`src/rtl/encoder_ctrl_pkg.sv`:
```
// Shared opcodes, controller states and the snapshot record layout
// for the encoder command sequencer.
package encoder_ctrl_pkg;

  localparam logic [2:0] OP_NOP        = 3'd0;
  localparam logic [2:0] OP_START      = 3'd1;
  localparam logic [2:0] OP_STOP       = 3'd2;
  localparam logic [2:0] OP_CLEAR      = 3'd3;
  localparam logic [2:0] OP_SNAP       = 3'd4;
  localparam logic [2:0] OP_SET_PERIOD = 3'd5;

  typedef enum logic [1:0] {
    ST_STOPPED  = 2'd0,
    ST_RUNNING  = 2'd1,
    ST_CLEARING = 2'd2
  } state_t;

  typedef struct packed {
    logic [31:0] position;
    logic [31:0] velocity;
    logic        direction;
    logic        is_auto;
  } snap_rec_t;

endpackage

```
`src/rtl/encoder_snap_buf.sv`:
```
// One-entry valid/ready snapshot holding register. A host capture wins over a
// simultaneous auto tick; an auto tick that finds the entry occupied is dropped and flagged.
module encoder_snap_buf
  import encoder_ctrl_pkg::*;
(
  input  logic        clk,
  input  logic        reset_n,
  input  logic        i_host_cap,
  input  logic        i_auto_tick,
  input  logic        i_ovr_clr,
  input  logic        i_ready,
  input  logic [31:0] i_position,
  input  logic [31:0] i_velocity,
  input  logic        i_direction,
  output logic        o_free,
  output logic        o_valid,
  output logic [31:0] o_position,
  output logic [31:0] o_velocity,
  output logic        o_direction,
  output logic        o_auto,
  output logic        o_overrun
);

  snap_rec_t r_rec;
  logic      r_valid;
  logic      r_overrun;
  logic      w_free;
  logic      w_auto_cap;
  logic      w_cap;

  // The entry may be refilled in the same cycle the consumer drains it.
  assign w_free     = !r_valid || i_ready;
  assign w_auto_cap = i_auto_tick && w_free && !i_host_cap;
  assign w_cap      = i_host_cap || w_auto_cap;

  always_ff @(posedge clk) begin
    if (!reset_n) begin
      r_valid   <= 1'b0;
      r_rec     <= '0;
      r_overrun <= 1'b0;
    end else begin
      if (w_cap) begin
        r_valid <= 1'b1;
        r_rec   <= '{position:  i_position,
                     velocity:  i_velocity,
                     direction: i_direction,
                     is_auto:   !i_host_cap};
      end else if (i_ready) begin
        r_valid <= 1'b0;
      end

      if (i_ovr_clr) begin
        r_overrun <= 1'b0;
      end else if (i_auto_tick && !w_free) begin
        r_overrun <= 1'b1;
      end
    end
  end

  assign o_free      = w_free;
  assign o_valid     = r_valid;
  assign o_position  = r_rec.position;
  assign o_velocity  = r_rec.velocity;
  assign o_direction = r_rec.direction;
  assign o_auto      = r_rec.is_auto;
  assign o_overrun   = r_overrun;

endmodule

```
`src/rtl/encoder_ctrl.sv`:
```
// Command sequencer and snapshot scheduler for one quadrature encoder core.
// Define ENC_CTRL_LIMIT_EN to add the signed position-limit monitor (lim_lo/lim_hi/lim_irq).
module encoder_ctrl
  import encoder_ctrl_pkg::*;
#(
  parameter int CLR_WAIT = 2,
  parameter int PERIOD_W = 32
) (
  input  logic        clk,
  input  logic        reset_n,
  input  logic        cmd_valid,
  output logic        cmd_ready,
  input  logic [2:0]  cmd_op,
  input  logic [31:0] cmd_data,
  output logic        core_enable,
  output logic        core_clr_pos,
  input  logic [31:0] core_position,
  input  logic [31:0] core_velocity,
  input  logic        core_direction,
  output logic        snap_valid,
  input  logic        snap_ready,
  output logic [31:0] snap_position,
  output logic [31:0] snap_velocity,
  output logic        snap_direction,
  output logic        snap_auto,
  output logic        snap_overrun,
`ifdef ENC_CTRL_LIMIT_EN
  input  logic [31:0] lim_lo,
  input  logic [31:0] lim_hi,
  output logic        lim_irq,
`endif
  output logic        running
);

  localparam int CNT_W = $clog2(CLR_WAIT + 1);

  state_t              r_state, w_state_nxt;
  logic                r_enable, w_enable_nxt;
  logic                r_clr_pos, w_clr_pos_nxt;
  logic [CNT_W-1:0]    r_clr_cnt, w_clr_cnt_nxt;
  logic [PERIOD_W-1:0] r_period;
  logic [PERIOD_W-1:0] r_count;
  logic                w_buf_free;
  logic                w_cmd_ready;
  logic                w_accept;
  logic                w_clear;
  logic                w_host_cap;
  logic                w_tick;

  assign w_cmd_ready = (r_state != ST_CLEARING) && !((cmd_op == OP_SNAP) && !w_buf_free);
  assign w_accept    = cmd_valid && w_cmd_ready;
  assign w_clear     = w_accept && (cmd_op == OP_CLEAR);
  assign w_host_cap  = w_accept && (cmd_op == OP_SNAP);
  assign w_tick      = (r_state == ST_RUNNING) && (r_period != '0) &&
                       (r_count == r_period - PERIOD_W'(1));

  always_ff @(posedge clk) begin
    if (!reset_n) begin
      r_state   <= ST_STOPPED;
      r_enable  <= 1'b0;
      r_clr_pos <= 1'b0;
      r_clr_cnt <= '0;
    end else begin
      r_state   <= w_state_nxt;
      r_enable  <= w_enable_nxt;
      r_clr_pos <= w_clr_pos_nxt;
      r_clr_cnt <= w_clr_cnt_nxt;
    end
  end

  // r_enable doubles as the state to return to once a clear has settled.
  always_comb begin
    w_state_nxt   = r_state;
    w_enable_nxt  = r_enable;
    w_clr_pos_nxt = 1'b0;
    w_clr_cnt_nxt = r_clr_cnt;
    case (r_state)
      ST_STOPPED, ST_RUNNING: begin
        if (w_clear) begin
          w_state_nxt   = ST_CLEARING;
          w_clr_pos_nxt = 1'b1;
          w_clr_cnt_nxt = CNT_W'(CLR_WAIT);
        end else if (w_accept && (cmd_op == OP_START)) begin
          w_state_nxt  = ST_RUNNING;
          w_enable_nxt = 1'b1;
        end else if (w_accept && (cmd_op == OP_STOP)) begin
          w_state_nxt  = ST_STOPPED;
          w_enable_nxt = 1'b0;
        end
      end
      ST_CLEARING: begin
        if (r_clr_cnt == '0) begin
          w_state_nxt = r_enable ? ST_RUNNING : ST_STOPPED;
        end else begin
          w_clr_cnt_nxt = r_clr_cnt - CNT_W'(1);
        end
      end
      default: w_state_nxt = ST_STOPPED;
    endcase
  end

  always_ff @(posedge clk) begin
    if (!reset_n) begin
      r_period <= '0;
      r_count  <= '0;
    end else if (w_accept && (cmd_op == OP_SET_PERIOD)) begin
      r_period <= cmd_data[PERIOD_W-1:0];
      r_count  <= '0;
    end else if (w_clear || w_tick) begin
      r_count <= '0;
    end else if (r_state == ST_RUNNING) begin
      r_count <= r_count + PERIOD_W'(1);
    end
  end

  encoder_snap_buf u_snap_buf (
    .clk         (clk),
    .reset_n     (reset_n),
    .i_host_cap  (w_host_cap),
    .i_auto_tick (w_tick),
    .i_ovr_clr   (w_clear),
    .i_ready     (snap_ready),
    .i_position  (core_position),
    .i_velocity  (core_velocity),
    .i_direction (core_direction),
    .o_free      (w_buf_free),
    .o_valid     (snap_valid),
    .o_position  (snap_position),
    .o_velocity  (snap_velocity),
    .o_direction (snap_direction),
    .o_auto      (snap_auto),
    .o_overrun   (snap_overrun)
  );

`ifdef ENC_CTRL_LIMIT_EN
  logic r_lim_irq;

  always_ff @(posedge clk) begin
    if (!reset_n) begin
      r_lim_irq <= 1'b0;
    end else if (w_clear) begin
      r_lim_irq <= 1'b0;
    end else if ((r_state == ST_RUNNING) &&
                 (($signed(core_position) < $signed(lim_lo)) ||
                  ($signed(core_position) > $signed(lim_hi)))) begin
      r_lim_irq <= 1'b1;
    end
  end

  assign lim_irq = r_lim_irq;
`endif

  assign cmd_ready    = w_cmd_ready;
  assign core_enable  = r_enable;
  assign core_clr_pos = r_clr_pos;
  assign running      = r_enable;

endmodule

```
`config.mk`:
```
export PLATFORM = sky130hd
export DESIGN_NAME = encoder_ctrl
export DESIGN_NICKNAME = d
export VERILOG_FILES = /design/src/rtl/encoder_ctrl_pkg.sv /design/src/rtl/encoder_snap_buf.sv /design/src/rtl/encoder_ctrl.sv
export SDC_FILE = /design/constraint.sdc
export NUM_CORES = 1
export LEC_CHECK = 0
export ABC_AREA = 1
export CORE_AREA = 2 2 123 125
export CTS_BUF_LIST = sky130_fd_sc_hd__clkbuf_4
export DETAILED_ROUTE_END_ITERATION = 6
export DIE_AREA = 0 0 125 127
export PLACE_DENSITY = 0.81
export RECOVER_POWER = 100
export SLEW_MARGIN = 20
export SYNTH_ARGS = -nofsm -noshare
export SYNTH_HDL_FRONTEND = slang
export SYNTH_SLANG_ARGS = --single-unit
```
`constraint.sdc`:
```
create_clock -name clk -period 2.9 [get_ports clk]
set_clock_uncertainty 0.1 [all_clocks]
set_input_delay 0.58 -clock clk [delete_from_list [all_inputs] [get_ports clk]]
set_output_delay 0.58 -clock clk [all_outputs]
set_load 0.005 [all_outputs]
```
==> reports/qor.txt <==
Sequential cell area: 2760 µm²
Clk_lat worst skew: 560 ps
Post-Layout Cell Count: 1518
Fmax: 0.364 GHz
Final setup violation count: 0
DR pass1 iterations: 6
Area share of fa/ha/maj cells after synthesis: 0.00503
Routed WL: 19800 µm
Die Area: 15900 µm²
Post-synthesis cell area: 7460 µm²
CTS tree: done
Area of the multi-input gates: 3830 µm²
Die W: 125 µm
Power Total: 4.07 mW
Synth Area in Compound Gates: 0.108
Cell at the slowest stage of the critical path: dlygate4sd3_1
Count of cell types in the netlist: 31
RSZ-0062 raised after global routing: false
Clock Path Buffers: 2
Initial antenna violation count: 0
Seq pwr share: 0.488
PD cells: 422 nW/µm²
Int Power: 2.84 mW
Largest cells by area after synthesis: dfxtp_1, nand2_1, nor2_1, inv_1, a21oi_1
Synth warn: 0
Tcrit/Tclk final: 0.946
P&R area growth vs syn: 29.3%
Worst EP arrival: 2060 ps
Yosys reg bits: 138
P_leak: 4.57 nW
Worst min-delay path class: reg -> reg
Worst slew margin: 0.599
Area post-placement: 9370 µm²
Simple-Gate Fraction of Synth Area: 0.348
Minimum clock period: 2740 ps
Req. time, crit path: 2220 ps
Global-route wire length before repair: 33000 µm
Post-route ant nets: 0
Sequential fraction of the synthesis area: 0.370
Placeable Area: 14400 µm²
WP buf/inv: 2
Drt wl/cell: 13.0 µm
Max Slew Vio Count: 0
Largest family of logic cells by synthesized area: simple AND/OR/NAND/NOR gates
FP Rows: 44
Inserted Diodes: 0
Switching power: 1.23 mW
Share of the synthesized area in the top cell type: 0.370
CP Cell Sequence: dlygate4sd3_1 > nor2_1 > a31oi_1 > clkdlybuf4s50_1
Worst Tran Pin Value: 602 ps
Max layer used: met4
Post-Syn Instances: 1167
CTS Buf Count: 17
H-tree levels: 4
M1 WL: 8540 µm
All-Layer GR Usage: 0.250
Cell type with the largest total area after synthesis: dfxtp_1
Clock transition at path regs: 130 ps
Routed wl met2: 8870 µm
Status: completed
Share of cells above drive strength 1: 0.0630
Pin count of the biggest net entering global routing: 100
Y dimension of the die: 127 µm
VDD IR max: 300 µV
Most frequent cells after synthesis: nand2_1, nor2_1, inv_1, dfxtp_1, a21oi_1
Final instance area: 9650 µm²
Initial core utilization: 0.517
Vias in the first global route: 7125
Final HPWL DP: 14400 µm
Critical path's top delay family: buffers and inverters
Most used DFF post-synth: dfxtp_1
Met3 Routed Length: 2110 µm
Grt total ovfl: 0
Setup CP Type: in -> out
Num ports: 176
Count leader, synth: nand2_1
Asr flop ratio synth: 0
Worst Path Max Fanout: 4
Port buffer count: 175
CP endpoint kind: output pin
GPL Wtd Cong: 0.939
XOR/XNOR Fraction of Synth Area: 0.0458
Multiplexer share of the synthesized area: 0
Setup TNS: 0 ps
EDFF count, synth: 0
Comb power frac: 0.200
Fillers: 1336
Placed cell count: 1486
Num Clock Sinks: 138
Fin nets: 1428
Drt initial violations: 492
CTS Root Buffer Type: clkbuf_4
Residual DRC: 0
Clock Power Share: 0.312
Via-to-Cell Ratio: 4.98
Sw Ratio: 0.303
Final Hold Viols: 0
Post-Syn Nets: 1274
Worst setup SP type: input pin
Mapped Avg Cell Area: 6.39 µm²
CP peak stage delay: 600 ps
Max_cap viols: 0
Via Count: 7560
worst reg2reg max path, delay by kind of cell, from the launching register on:
family                     cells  cell delay, ps
AOI/OAI and AO/OA              2             410
adders and majority gates      1             200
buffers and inverters          2             300
DFF                            1             360
and+or+nand+nor               11            1190
stage by stage:
stage | util | hold WS [ps] | setup WS (ps)
after detailed placement | 0.650 | 360 | 182
after global placement | 0.650 | 333 | 226
after floorplan | - | 343 | 545
after global routing | 0.669 | 410 | 13.8
final | 0.669 | 366 | 156
after CTS | 0.669 | 379 | 166
cells in the final DEF (no fill, tap or decap), types with 3 or more instances in the layout:
cell type,synthesis,layout
nor2_1,179,176
clkdlybuf4s50_1,0,102
nor3_1,15,15
nand3b_1,6,6
nand3_2,11,11
a21oi_1,108,108
nor2_2,12,13
o21ai_0,38,38
xor2_1,29,29
nor2_4,2,4
nand2_2,5,5
buf_4,1,3
clkinvlp_4,0,3
clkinv_2,0,3
dlygate4sd3_1,0,72
ha_1,3,3
inv_1,172,172
clkinv_1,2,3
nand2_1,245,245
o21ai_1,6,5
nor4_1,8,8
nand3_1,106,104
dfxtp_1,138,137
inv_6,0,4
clkbuf_4,0,19
buf_12,0,4
xnor2_1,10,10
inv_2,5,5
nand4_1,11,11
final timing paths:
check | cells past startpoint | slack [ps] | from | end
setup / recovery | 4 | 160 | cmd_op[0] | cmd_ready
hold reg to reg | 2 | 370 | u_snap_buf.o_auto | u_snap_buf.o_auto
hold / removal | 2 | 370 | u_snap_buf.o_auto | u_snap_buf.o_auto
setup reg to reg | 16 | 250 | r_period[0] | u_snap_buf.o_position[10]
metal layers:
metal	track usage	vias to the layer above
met3	0.114	23
li1	-	3975
met5	0	-
met1	0.305	3312
met2	0.402	250
met4	0.0699	0
cell families after synthesis:
family,count (synthesis)
flops,138
simple gates,600
buf+inv,229
fa+ha+maj,3
xor+xnor,39
compound gates,158
repair_timing:
action / 4_1_cts / 5_1_grt
setup endpoints to repair: 0 / 97
resized for setup: 0 / 8
setup buffers: 0 / 0
hold endpoints to repair: 0 / 0
hold buffers: 0 / 0
power by group through the flow:
stage          combinational [mW]  sequential [mW]  clock, mW
2_1_floorplan               0.475             2.02          0
3_3_place_gp                0.799             2.03          0
3_5_place_dp                0.806             2.03          0
4_1_cts                     0.814             1.99       1.30
5_1_grt                     0.921             1.99       1.38
6_report                    0.816             1.98       1.27
layout make-up:
| type | count | share of cell area |
|---|---|---|
| Clock inverter | 14 | 0.0150 |
| Tap cell | 184 | 0.0239 |
| Sequential cell | 138 | 0.286 |
| Timing Repair Buffer | 185 | 0.194 |
| Multi-Input combinational cell | 800 | 0.397 |
| Inverter | 179 | 0.0696 |
| Clock buffer | 18 | 0.0140 |
state kept, by name (all words and copies together), names as in the netlist:
register,flops
r_clr_cnt,2
u_snap_buf.o_position,32
r_state,2
u_snap_buf.o_auto,1
u_snap_buf.o_overrun,1
r_count,32
u_snap_buf.o_valid,1
core_clr_pos,1
r_period,32
core_enable,1
u_snap_buf.o_direction,1
u_snap_buf.o_velocity,32
Power figures use the tool's default switching activity.
